## src/rtl/nibble_serial_adder.sv

```systemverilog
// Nibble-serial adder: adds two W-bit operands four bits per clock through a carry register,
// with a valid/ready handshake on both the operand and result sides.
module nibble_serial_adder #(
    parameter int WORDS = 4
) (
    input  logic                 clk,
    input  logic                 rst_n,
    input  logic                 in_valid,
    output logic                 in_ready,
    input  logic [4*WORDS-1:0]   a,
    input  logic [4*WORDS-1:0]   b,
    input  logic                 cin,
    output logic                 out_valid,
    input  logic                 out_ready,
    output logic [4*WORDS-1:0]   sum,
    output logic                 cout,
    output logic                 ovf,
    output logic                 busy
);

    localparam int W    = 4 * WORDS;
    localparam int IDXW = (WORDS > 1) ? $clog2(WORDS) : 1;
    localparam int SHW  = IDXW + 2;
    localparam logic [IDXW-1:0] LAST_IDX = IDXW'(WORDS - 1);
    localparam logic [W-1:0]    NIB_MASK = W'(4'hF);

    typedef enum logic [1:0] {
        S_IDLE = 2'd0,
        S_RUN  = 2'd1,
        S_DONE = 2'd2
    } state_t;

    state_t            state_q, state_d;
    logic [IDXW-1:0]   idx_q, idx_d;
    logic              carry_q, carry_d;
    logic [W-1:0]      a_q, a_d;
    logic [W-1:0]      b_q, b_d;
    logic [W-1:0]      sum_q, sum_d;
    logic              cout_q, cout_d;
    logic              ovf_q, ovf_d;

    logic [SHW-1:0]    shamt_s;
    logic [3:0]        a_nib_s;
    logic [3:0]        b_nib_s;
    logic [4:0]        nib_sum_s;
    logic              c_msb_s;
    logic              last_s;

    // Nibble slice adder for the current index
    always_comb begin
        shamt_s   = {idx_q, 2'b00};
        a_nib_s   = 4'(a_q >> shamt_s);
        b_nib_s   = 4'(b_q >> shamt_s);
        nib_sum_s = {1'b0, a_nib_s} + {1'b0, b_nib_s} + {4'b0000, carry_q};
        // carry into the top bit of this nibble, only meaningful on the last nibble
        c_msb_s   = a_nib_s[3] ^ b_nib_s[3] ^ nib_sum_s[3];
        last_s    = (idx_q == LAST_IDX);
    end

    // State and datapath registers
    always_ff @(posedge clk) begin
        if (!rst_n) begin
            state_q <= S_IDLE;
            idx_q   <= {IDXW{1'b0}};
            carry_q <= 1'b0;
            a_q     <= {W{1'b0}};
            b_q     <= {W{1'b0}};
            sum_q   <= {W{1'b0}};
            cout_q  <= 1'b0;
            ovf_q   <= 1'b0;
        end else begin
            state_q <= state_d;
            idx_q   <= idx_d;
            carry_q <= carry_d;
            a_q     <= a_d;
            b_q     <= b_d;
            sum_q   <= sum_d;
            cout_q  <= cout_d;
            ovf_q   <= ovf_d;
        end
    end

    // Next-state logic
    always_comb begin
        state_d = state_q;
        case (state_q)
            S_IDLE: begin
                if (in_valid) begin
                    state_d = S_RUN;
                end else begin
                    state_d = S_IDLE;
                end
            end
            S_RUN: begin
                if (last_s) begin
                    state_d = S_DONE;
                end else begin
                    state_d = S_RUN;
                end
            end
            S_DONE: begin
                if (out_ready) begin
                    state_d = S_IDLE;
                end else begin
                    state_d = S_DONE;
                end
            end
            default: state_d = S_IDLE;
        endcase
    end

    // Datapath next values: capture in IDLE, one nibble per edge in RUN, hold otherwise
    always_comb begin
        idx_d   = idx_q;
        carry_d = carry_q;
        a_d     = a_q;
        b_d     = b_q;
        sum_d   = sum_q;
        cout_d  = cout_q;
        ovf_d   = ovf_q;
        case (state_q)
            S_IDLE: begin
                if (in_valid) begin
                    a_d     = a;
                    b_d     = b;
                    carry_d = cin;
                    idx_d   = {IDXW{1'b0}};
                    sum_d   = {W{1'b0}};
                end else begin
                    idx_d   = idx_q;
                end
            end
            S_RUN: begin
                sum_d   = (sum_q & ~(NIB_MASK << shamt_s)) | (W'(nib_sum_s[3:0]) << shamt_s);
                carry_d = nib_sum_s[4];
                if (last_s) begin
                    cout_d = nib_sum_s[4];
                    ovf_d  = c_msb_s ^ nib_sum_s[4];
                    idx_d  = {IDXW{1'b0}};
                end else begin
                    idx_d  = idx_q + IDXW'(1);
                end
            end
            S_DONE: begin
                idx_d = idx_q;
            end
            default: begin
                idx_d = {IDXW{1'b0}};
            end
        endcase
    end

    // Outputs decoded from registered state
    always_comb begin
        sum  = sum_q;
        cout = cout_q;
        ovf  = ovf_q;
        case (state_q)
            S_IDLE: begin
                in_ready  = 1'b1;
                out_valid = 1'b0;
                busy      = 1'b0;
            end
            S_RUN: begin
                in_ready  = 1'b0;
                out_valid = 1'b0;
                busy      = 1'b1;
            end
            S_DONE: begin
                in_ready  = 1'b0;
                out_valid = 1'b1;
                busy      = 1'b1;
            end
            default: begin
                in_ready  = 1'b0;
                out_valid = 1'b0;
                busy      = 1'b0;
            end
        endcase
    end

endmodule

```

## config.mk

```make
export PLATFORM = sky130hd
export DESIGN_NAME = nibble_serial_adder
export DESIGN_NICKNAME = d
export VERILOG_FILES = /design/src/rtl/nibble_serial_adder.sv
export SDC_FILE = /design/constraint.sdc
export NUM_CORES = 1
export LEC_CHECK = 0
export BUFFER_PORTS_ARGS = -buffer_cell sky130_fd_sc_hd__buf_2
export CAP_MARGIN = 20
export CORE_MARGIN = 3
export CORE_UTILIZATION = 40
export DETAILED_ROUTE_END_ITERATION = 8
export GPL_TIMING_DRIVEN = 0
export HOLD_SLACK_MARGIN = 0.15
export PLACE_DENSITY_LB_ADDON = 0.05
export SYNTH_ARGS = -nofsm -noshare
export SYNTH_HDL_FRONTEND = slang
export SYNTH_SLANG_ARGS = --single-unit
```

## constraint.sdc

```tcl
create_clock -name clk -period 3.7 [get_ports clk]
set_input_delay 0.74 -clock clk [delete_from_list [all_inputs] [get_ports clk]]
set_output_delay 0.74 -clock clk [all_outputs]
set_load 0.02 [all_outputs]
```

==> Word level (Yosys, flattened, before mapping) <==
Index checks and enable logic that the tools add are counted.
{ "classes": {"n_addsub": 3, "eq_ne": 4, "n_shift": 4, "muxes": 14, "bitwise": 7, "n_reduce_logical": 7} }
{ "op_table": {"columns": ["cell", "count"], "rows": [
  ["case mux 16 bit (2 select lines)", 1],
  [">> shifter 16 x 4 -> 4 bit", 2],
  ["AND 16 bit", 1],
  ["2-to-1 mux 16 bit", 1],
  ["inverter 16 bit", 1],
  ["bitwise OR 16 bit", 1],
  ["<< shifter 4 x 4 -> 16 bit", 1],
  ["<< shifter 4 x 4 -> 16 bit (first input constant)", 1],
  ["case mux 2 bit (3 select lines)", 2],
  ["2-to-1 mux 2 bit", 4],
  ["AND reduction 2 bit", 4],
  ["adder 4 x 4 -> 5 bit", 1],
  ["adder 5 x 1 -> 5 bit", 1],
  ["2-to-1 mux 1 bit", 5],
  ["== test 2 bit (second input constant)", 2],
  ["XOR 1 bit", 3],
  ["adder 2 x 1 -> 2 bit (second input constant)", 1],
  ["== test 2 x 1 -> 1 bit (second input constant)", 1],
  ["zero test 2 bit", 1],
  ["inequality test 2 bit (second input constant)", 1],
  ["case mux 1 bit (2 select lines)", 1],
  ["nonzero test 2 bit", 1],
  ["OR reduction 2 bit", 1],
  ["inverter 1 bit", 1]
]} }
{ "word_totals": {"ff_bits": 55, "inputBits": 37, "out_inout_bits": 21, "elab_cells": 47} }

==> Logic depth before layout (Yosys ltp) <==
{ "logic_depth": {"depth_word": 6, "mapped_depth": 8, "depth_no_buf": 7} }

==> Worst setup path before layout <==
No wires, ideal clock.
{ "synth_path": {"kind": "register to register", "start": "register idx_q[0]", "end": "register ovf_q (netlist: ovf)", "setup_ps": 70, "arrival_ps": 2813, "t_required_ps": 3630, "setup_slack_ps": 817, "path_stages_with_launch": 9, "path_buffers": 1, "synth_period_minus_slack_ps": 2883, "path_cell_list": "dfxtp_1 -> buf_4 -> mux4_2 -> fa_1 -> fa_1 -> a21o_1 -> a211o_1 -> a2bb2oi_1 -> a21oi_1"} }
{ "synth_via": {"elab_chain_len": 5, "elab_cells_between_ends": 9, "cone_classes": "add/sub: 2; eq/ne: 1; shift: 2; bitwise: 3; reduce/logical: 1"} }
{ "synth_rtl": {"columns": ["item", "line", "text"], "rows": [
  ["start, declared", "34", "logic [IDXW-1:0] idx_q, idx_d;"],
  ["start signal, assigned", "64", "idx_q <= {IDXW{1'b0}};"],
  ["start signal, assigned", "73", "idx_q <= idx_d;"],
  [">> shifter 16 x 4 -> 4 bit (on tied branches)", "52, 53", null],
  ["adder 4 x 4 -> 5 bit", "54", "nib_sum_s = {1'b0, a_nib_s} + {1'b0, b_nib_s} + {4'b0000, carry_q};"],
  ["adder 5 x 1 -> 5 bit", "54", null],
  ["XOR 1 bit", "56", "c_msb_s = a_nib_s[3] ^ b_nib_s[3] ^ nib_sum_s[3];"],
  ["XOR 1 bit", "138", "ovf_d = c_msb_s ^ nib_sum_s[4];"],
  ["end signal, assigned", "79", "ovf_q <= ovf_d;"],
  ["end, declared", "40", "logic ovf_q, ovf_d;"]
]} }
Several ways; a longest one is shown, not always the timed one.
A chain may end at the register's enable or synchronous reset.

==> Final worst setup path <==
{ "layout_path": {"start": "register idx_q[1]", "end": "register carry_q"} }
{ "layout_via": {"elab_chain_len": 4, "elab_cells_between_ends": 5, "cone_classes": "add/sub: 2; shift: 2; mux: 1"} }
{ "layout_rtl": {"columns": ["item", "line", "text"], "rows": [
  [">> shifter 16 x 4 -> 4 bit (on tied branches)", "52, 53", null],
  ["adder 4 x 4 -> 5 bit (*)", "54", null],
  ["adder 5 x 1 -> 5 bit (*)", "54", null],
  ["case mux 1 bit (2 select lines) (*)", "121", "case (state_q)"],
  ["end signal, assigned", "74", "carry_q <= carry_d;"],
  ["end, declared", "35", "logic carry_q, carry_d;"]
]} }
Every way passes the cells marked *; elsewhere a longest branch is shown, timed or not.

==> impl.org <==
** Logic synthesis
- The synthesized design contains 55 register bits.
- The number of nets in the synthesized netlist is 321.
- Largest family of logic cells by synthesized area :: simple AND/OR/NAND/NOR gates
- Yosys mapped the design onto 32 distinct sky130hd cell types.
- The mapped netlist covers 2550 µm².
- Of all flip-flops after synthesis, the portion carrying an async set or reset was 0%.
- Area share of the leading cell type in the synthesized netlist :: 43.1%
- The synthesized design contains 0 enable-type register cells.
- After Yosys synthesis, full adders, half adders and majority gates account for 6.95% of the synthesized area.
- Yosys top cell by area :: sky130_fd_sc_hd__dfxtp_1
- Top_reg_cell synth :: sky130_fd_sc_hd__dfxtp_1
- The synthesized netlist devotes 19.6% of its cell area to simple gates.
- Synthesized-area fraction occupied by ao, oa, aoi and oai cells :: 18.5%
- Avg Cell Area, Syn :: 9.43 µm²
- Xor-xnor portion of the synthesized cell area :: 0.686%
- By area the synthesized netlist is led by sky130_fd_sc_hd__dfxtp_1, sky130_fd_sc_hd__nand2_1, sky130_fd_sc_hd__a21boi_0.
- For this run, the register share of the synthesized area comes to 43.1%.
- Synth Warn # :: 0
- After synthesis, the share of cell area in mux cells is 7.49%.
- Number of cells produced by synthesis :: 271

** STA
- For the final database, setup skew stands at 0.0119 ns.
- The final critical path takes up 85.0% of the cycle.
- The final-report hold violation count is 0.
- The total count of max-transition violations in the final report came to 0.
- Across all hold checks on the routed design, the worst slack comes to 0.463 ns.
- For the pin with the worst max-slew slack, the measured transition is 0.680 ns.
- Timing would allow up to 318 MHz.
- Setup violations remaining at the end of the flow were counted as 0.
- Worst max-slew margin expressed relative to the limit :: 54.7%
- Setup repair after global routing left no endpoint under its margin.
- For the final routed database, the setup TNS stands at 0 ns.
- Counting I/O delays and the setup requirement, the final critical path takes 3.15 ns.

** Drt
- After detailed routing, the wire length on met1 is 2820 µm.
- Met2 routed WL :: 2500 µm
- Total number of vias :: 2,039
- For this block, the initial DRC count from the detailed router was 84.
- Per-cell via count in the routed design :: 4.97
- In the final routed layout, each cell accounts on average for 13.8 µm.
- First-pass detailed-route iteration total :: 4
- Remaining number of nets flagged by the antenna check after routing :: 0
- After detailed routing, the total wire length is 5670 µm.
- Highest metal used :: met4
- After detailed routing, the number of remaining DRC violations is 0.
- Wire segments on met3 add up to 289 µm in the final route.

** Die
- Count of boundary I/O pins :: 58
- Die boundary width :: 85.9 µm
- The die is 85.9 µm tall.
- Starting density of the core :: 42.2%
- Floorplan die area :: 7380 µm²
- Placeable core area :: 6060 µm²
- The floorplan has 28 rows.

** Power and ir drop
- Standby leakage power :: 1.27 nW
- For this design the ratio of total power to cell area is 401 nW/µm².
- Across the VDD grid, the largest voltage drop is 212 µV.
- Power consumption :: 1.22 mW

** Placed design
- The wire-length estimate of the detail-placed layout is 4350 µm.
- I/O Buffers :: 56
- Weighted congestion at the end of routability-driven global placement :: 0.758

** Global routing
- Global routing finished with a remaining overflow of 0.
- Wire length of the first global-routing pass :: 9430 µm
- Number of global-route vias before repair :: 1,923
- Entering global routing, the biggest net connects 17 pins.
- Combined global-route utilization of all metal layers :: 16.3%
- Antenna violations before repair :: 0

** CTS
- CTS placed an instance of sky130_fd_sc_hd__clkbuf_8 at the clock tree root.
- Gates resized during post-CTS repair numbered 0.
- Clock tree synthesis inserted a total of 5 buffers.
- CTS clock-pin slew for the worst setup and hold paths :: 0.10 ns
- Hold-fix buffers at CTS :: 0
- Post-CTS Setup Repair Bufs :: 0
- Clock sink total :: 55
- For the worst-skew pair, the clock arrives at the later sink with an insertion delay of 0.31 ns.
- TritonCTS built the clock tree.
- Counting along the longest clock path gives a buffer depth of 2.
- The H-tree generated during clock tree synthesis spans 2 levels.

** Job
- The tool flagged a number of max-cap violations equal to 0.

** Setup path
- At the worst endpoint, the required time is 3.89 ns.
- Kind of launch point of the worst setup path :: flop
- Worst Setup Path Type :: reg2reg
- Of all nets on the critical path, the largest fanout is 10.
- R2r setup slk :: 0.55 ns
- Kind of end point of the critical path :: flop
- WP data arrival :: 3.33 ns

** Final layout
- The repair_antennas step left the layout with diodes totalling 0.
- In the final layout, the multi-input gates occupy 1360 µm².
- Layout cell share with drive strength beyond 1 :: 25.4%
- At the end of the flow, the number of nets in the layout was 384.
- The area growth from synthesis to layout is 19.2%.
- Storage cell area :: 1100 µm²
- Total of fill cells in the finished design :: 607

** Min path
- Worst min path class :: reg2reg

** Status
- Status :: completed
## worst paths after layout
kind | start | to | cells after the start
hold / removal | sum[15]$_SDFFE_PN0P_ | sum[15]$_SDFFE_PN0P_ | 2
setup / recovery | idx_q[1]$_SDFFE_PN0P_ | carry_q$_SDFFE_PN0P_ | 8
hold reg to reg | sum[15]$_SDFFE_PN0P_ | sum[15]$_SDFFE_PN0P_ | 2
setup reg to reg | idx_q[1]$_SDFFE_PN0P_ | carry_q$_SDFFE_PN0P_ | 8
## per-stage QoR
step | setup WS [ns] | cells | utilization [%] | area, µm²
6_report | 0.554 | 410 | 50.3 | 3050
3_5_place_dp | 0.552 | 402 | 48.3 | 2930
5_1_grt | 0.375 | 410 | 50.3 | 3050
4_1_cts | 0.528 | 410 | 50.3 | 3050
2_1_floorplan | 0.817 | 271 | - | 2550
3_3_place_gp | 0.512 | 402 | 48.3 | 2930
## final cells by class
cell class,instances,area share (%)
tap,75,3.08
clock buffer,6,2.71
multi-input combinational,194,44.6
sequential,55,36.1
timing repair buffer,56,9.20
inverter,7,0.945
clock inverter,2,1.15
buffer,15,2.14
## cell families (layout without fill, tap and decap cells)
family | after synthesis | count (layout)
muxes | 9 | 9
buffers and inverters | 22 | 86
adders and majority gates | 13 | 13
xor gates and xnor gates | 2 | 2
AOI/OAI and AO/OA | 68 | 68
DFF | 55 | 55
and+or+nand+nor | 102 | 102
## layer usage
| metal | vias up | track usage (%) |
|---|---|---|
| met5 | - | 0 |
| met4 | 0 | 4.32 |
| met3 | 5 | 3.65 |
| met2 | 51 | 25.6 |
| met1 | 929 | 22.5 |
| li1 | 1054 | - |
## cells in the mapped netlist (2+ instances only)
cell type,n
sky130_fd_sc_hd__o21ai_1,2
sky130_fd_sc_hd__nand2_1,72
sky130_fd_sc_hd__a21oi_1,5
sky130_fd_sc_hd__a21o_1,2
sky130_fd_sc_hd__nor2b_1,12
sky130_fd_sc_hd__nand2b_1,3
sky130_fd_sc_hd__fa_1,2
sky130_fd_sc_hd__nand3_1,6
sky130_fd_sc_hd__inv_1,5
sky130_fd_sc_hd__clkbuf_1,9
sky130_fd_sc_hd__nor2_1,2
sky130_fd_sc_hd__mux4_2,8
sky130_fd_sc_hd__xor2_1,2
sky130_fd_sc_hd__dfxtp_1,55
sky130_fd_sc_hd__a21boi_0,35
sky130_fd_sc_hd__a22oi_1,12
sky130_fd_sc_hd__o21ai_0,9
sky130_fd_sc_hd__buf_2,4
sky130_fd_sc_hd__ha_1,11
sky130_fd_sc_hd__nor4_4,3
## layout by cell type (no fill, tap or decap)
master                      count
sky130_fd_sc_hd__xor2_1         2
sky130_fd_sc_hd__nand2_1       72
sky130_fd_sc_hd__a21oi_1        5
sky130_fd_sc_hd__nor4_4         3
sky130_fd_sc_hd__inv_4          1
sky130_fd_sc_hd__a21boi_0      35
sky130_fd_sc_hd__and2_1         1
sky130_fd_sc_hd__clkbuf_8       6
sky130_fd_sc_hd__mux2_2         1
sky130_fd_sc_hd__buf_4          1
sky130_fd_sc_hd__inv_2          1
sky130_fd_sc_hd__nand2b_1       3
sky130_fd_sc_hd__buf_1          1
sky130_fd_sc_hd__a2bb2oi_1      1
sky130_fd_sc_hd__clkinv_2       1
sky130_fd_sc_hd__dfxtp_1       55
sky130_fd_sc_hd__a21o_1         2
sky130_fd_sc_hd__buf_2         60
sky130_fd_sc_hd__nand3_1        6
sky130_fd_sc_hd__o211ai_1       1
sky130_fd_sc_hd__mux4_2         8
sky130_fd_sc_hd__bufinv_16      1
sky130_fd_sc_hd__fa_1           2
sky130_fd_sc_hd__nor2b_1       12
sky130_fd_sc_hd__or2b_1         1
sky130_fd_sc_hd__o21ai_1        2
sky130_fd_sc_hd__ha_1          11
sky130_fd_sc_hd__inv_1          5
sky130_fd_sc_hd__nor4_2         1
sky130_fd_sc_hd__clkbuf_1       9
sky130_fd_sc_hd__a211o_1        1
sky130_fd_sc_hd__nor2_1         2
sky130_fd_sc_hd__and2b_2        1
sky130_fd_sc_hd__o21ai_0        9
sky130_fd_sc_hd__a22oi_1       12
## critical path, stage by stage (launching register included)
cell	delay, ns
sky130_fd_sc_hd__dfxtp_1	0.43
sky130_fd_sc_hd__buf_1	0.55
sky130_fd_sc_hd__mux4_2	0.43
sky130_fd_sc_hd__fa_1	0.44
sky130_fd_sc_hd__fa_1	0.40
sky130_fd_sc_hd__a21o_1	0.19
sky130_fd_sc_hd__a211o_1	0.34
sky130_fd_sc_hd__o211ai_1	0.13
sky130_fd_sc_hd__a21boi_0	0.11
## report_power, final
part | switching (mW) | internal [mW] | total, mW
combinational | 0.103 | 0.0730 | 0.176
sequential | 0.0149 | 0.618 | 0.633
clock | 0.194 | 0.219 | 0.414
total | 0.312 | 0.910 | 1.22
## state kept, by name, indices dropped and copies added (netlist names)
register	cells
state_q	2
cout	1
b_q	16
carry_q	1
sum	16
a_q	16
idx_q	2
ovf	1
No activity file was read; power rests on OpenSTA's default activity.
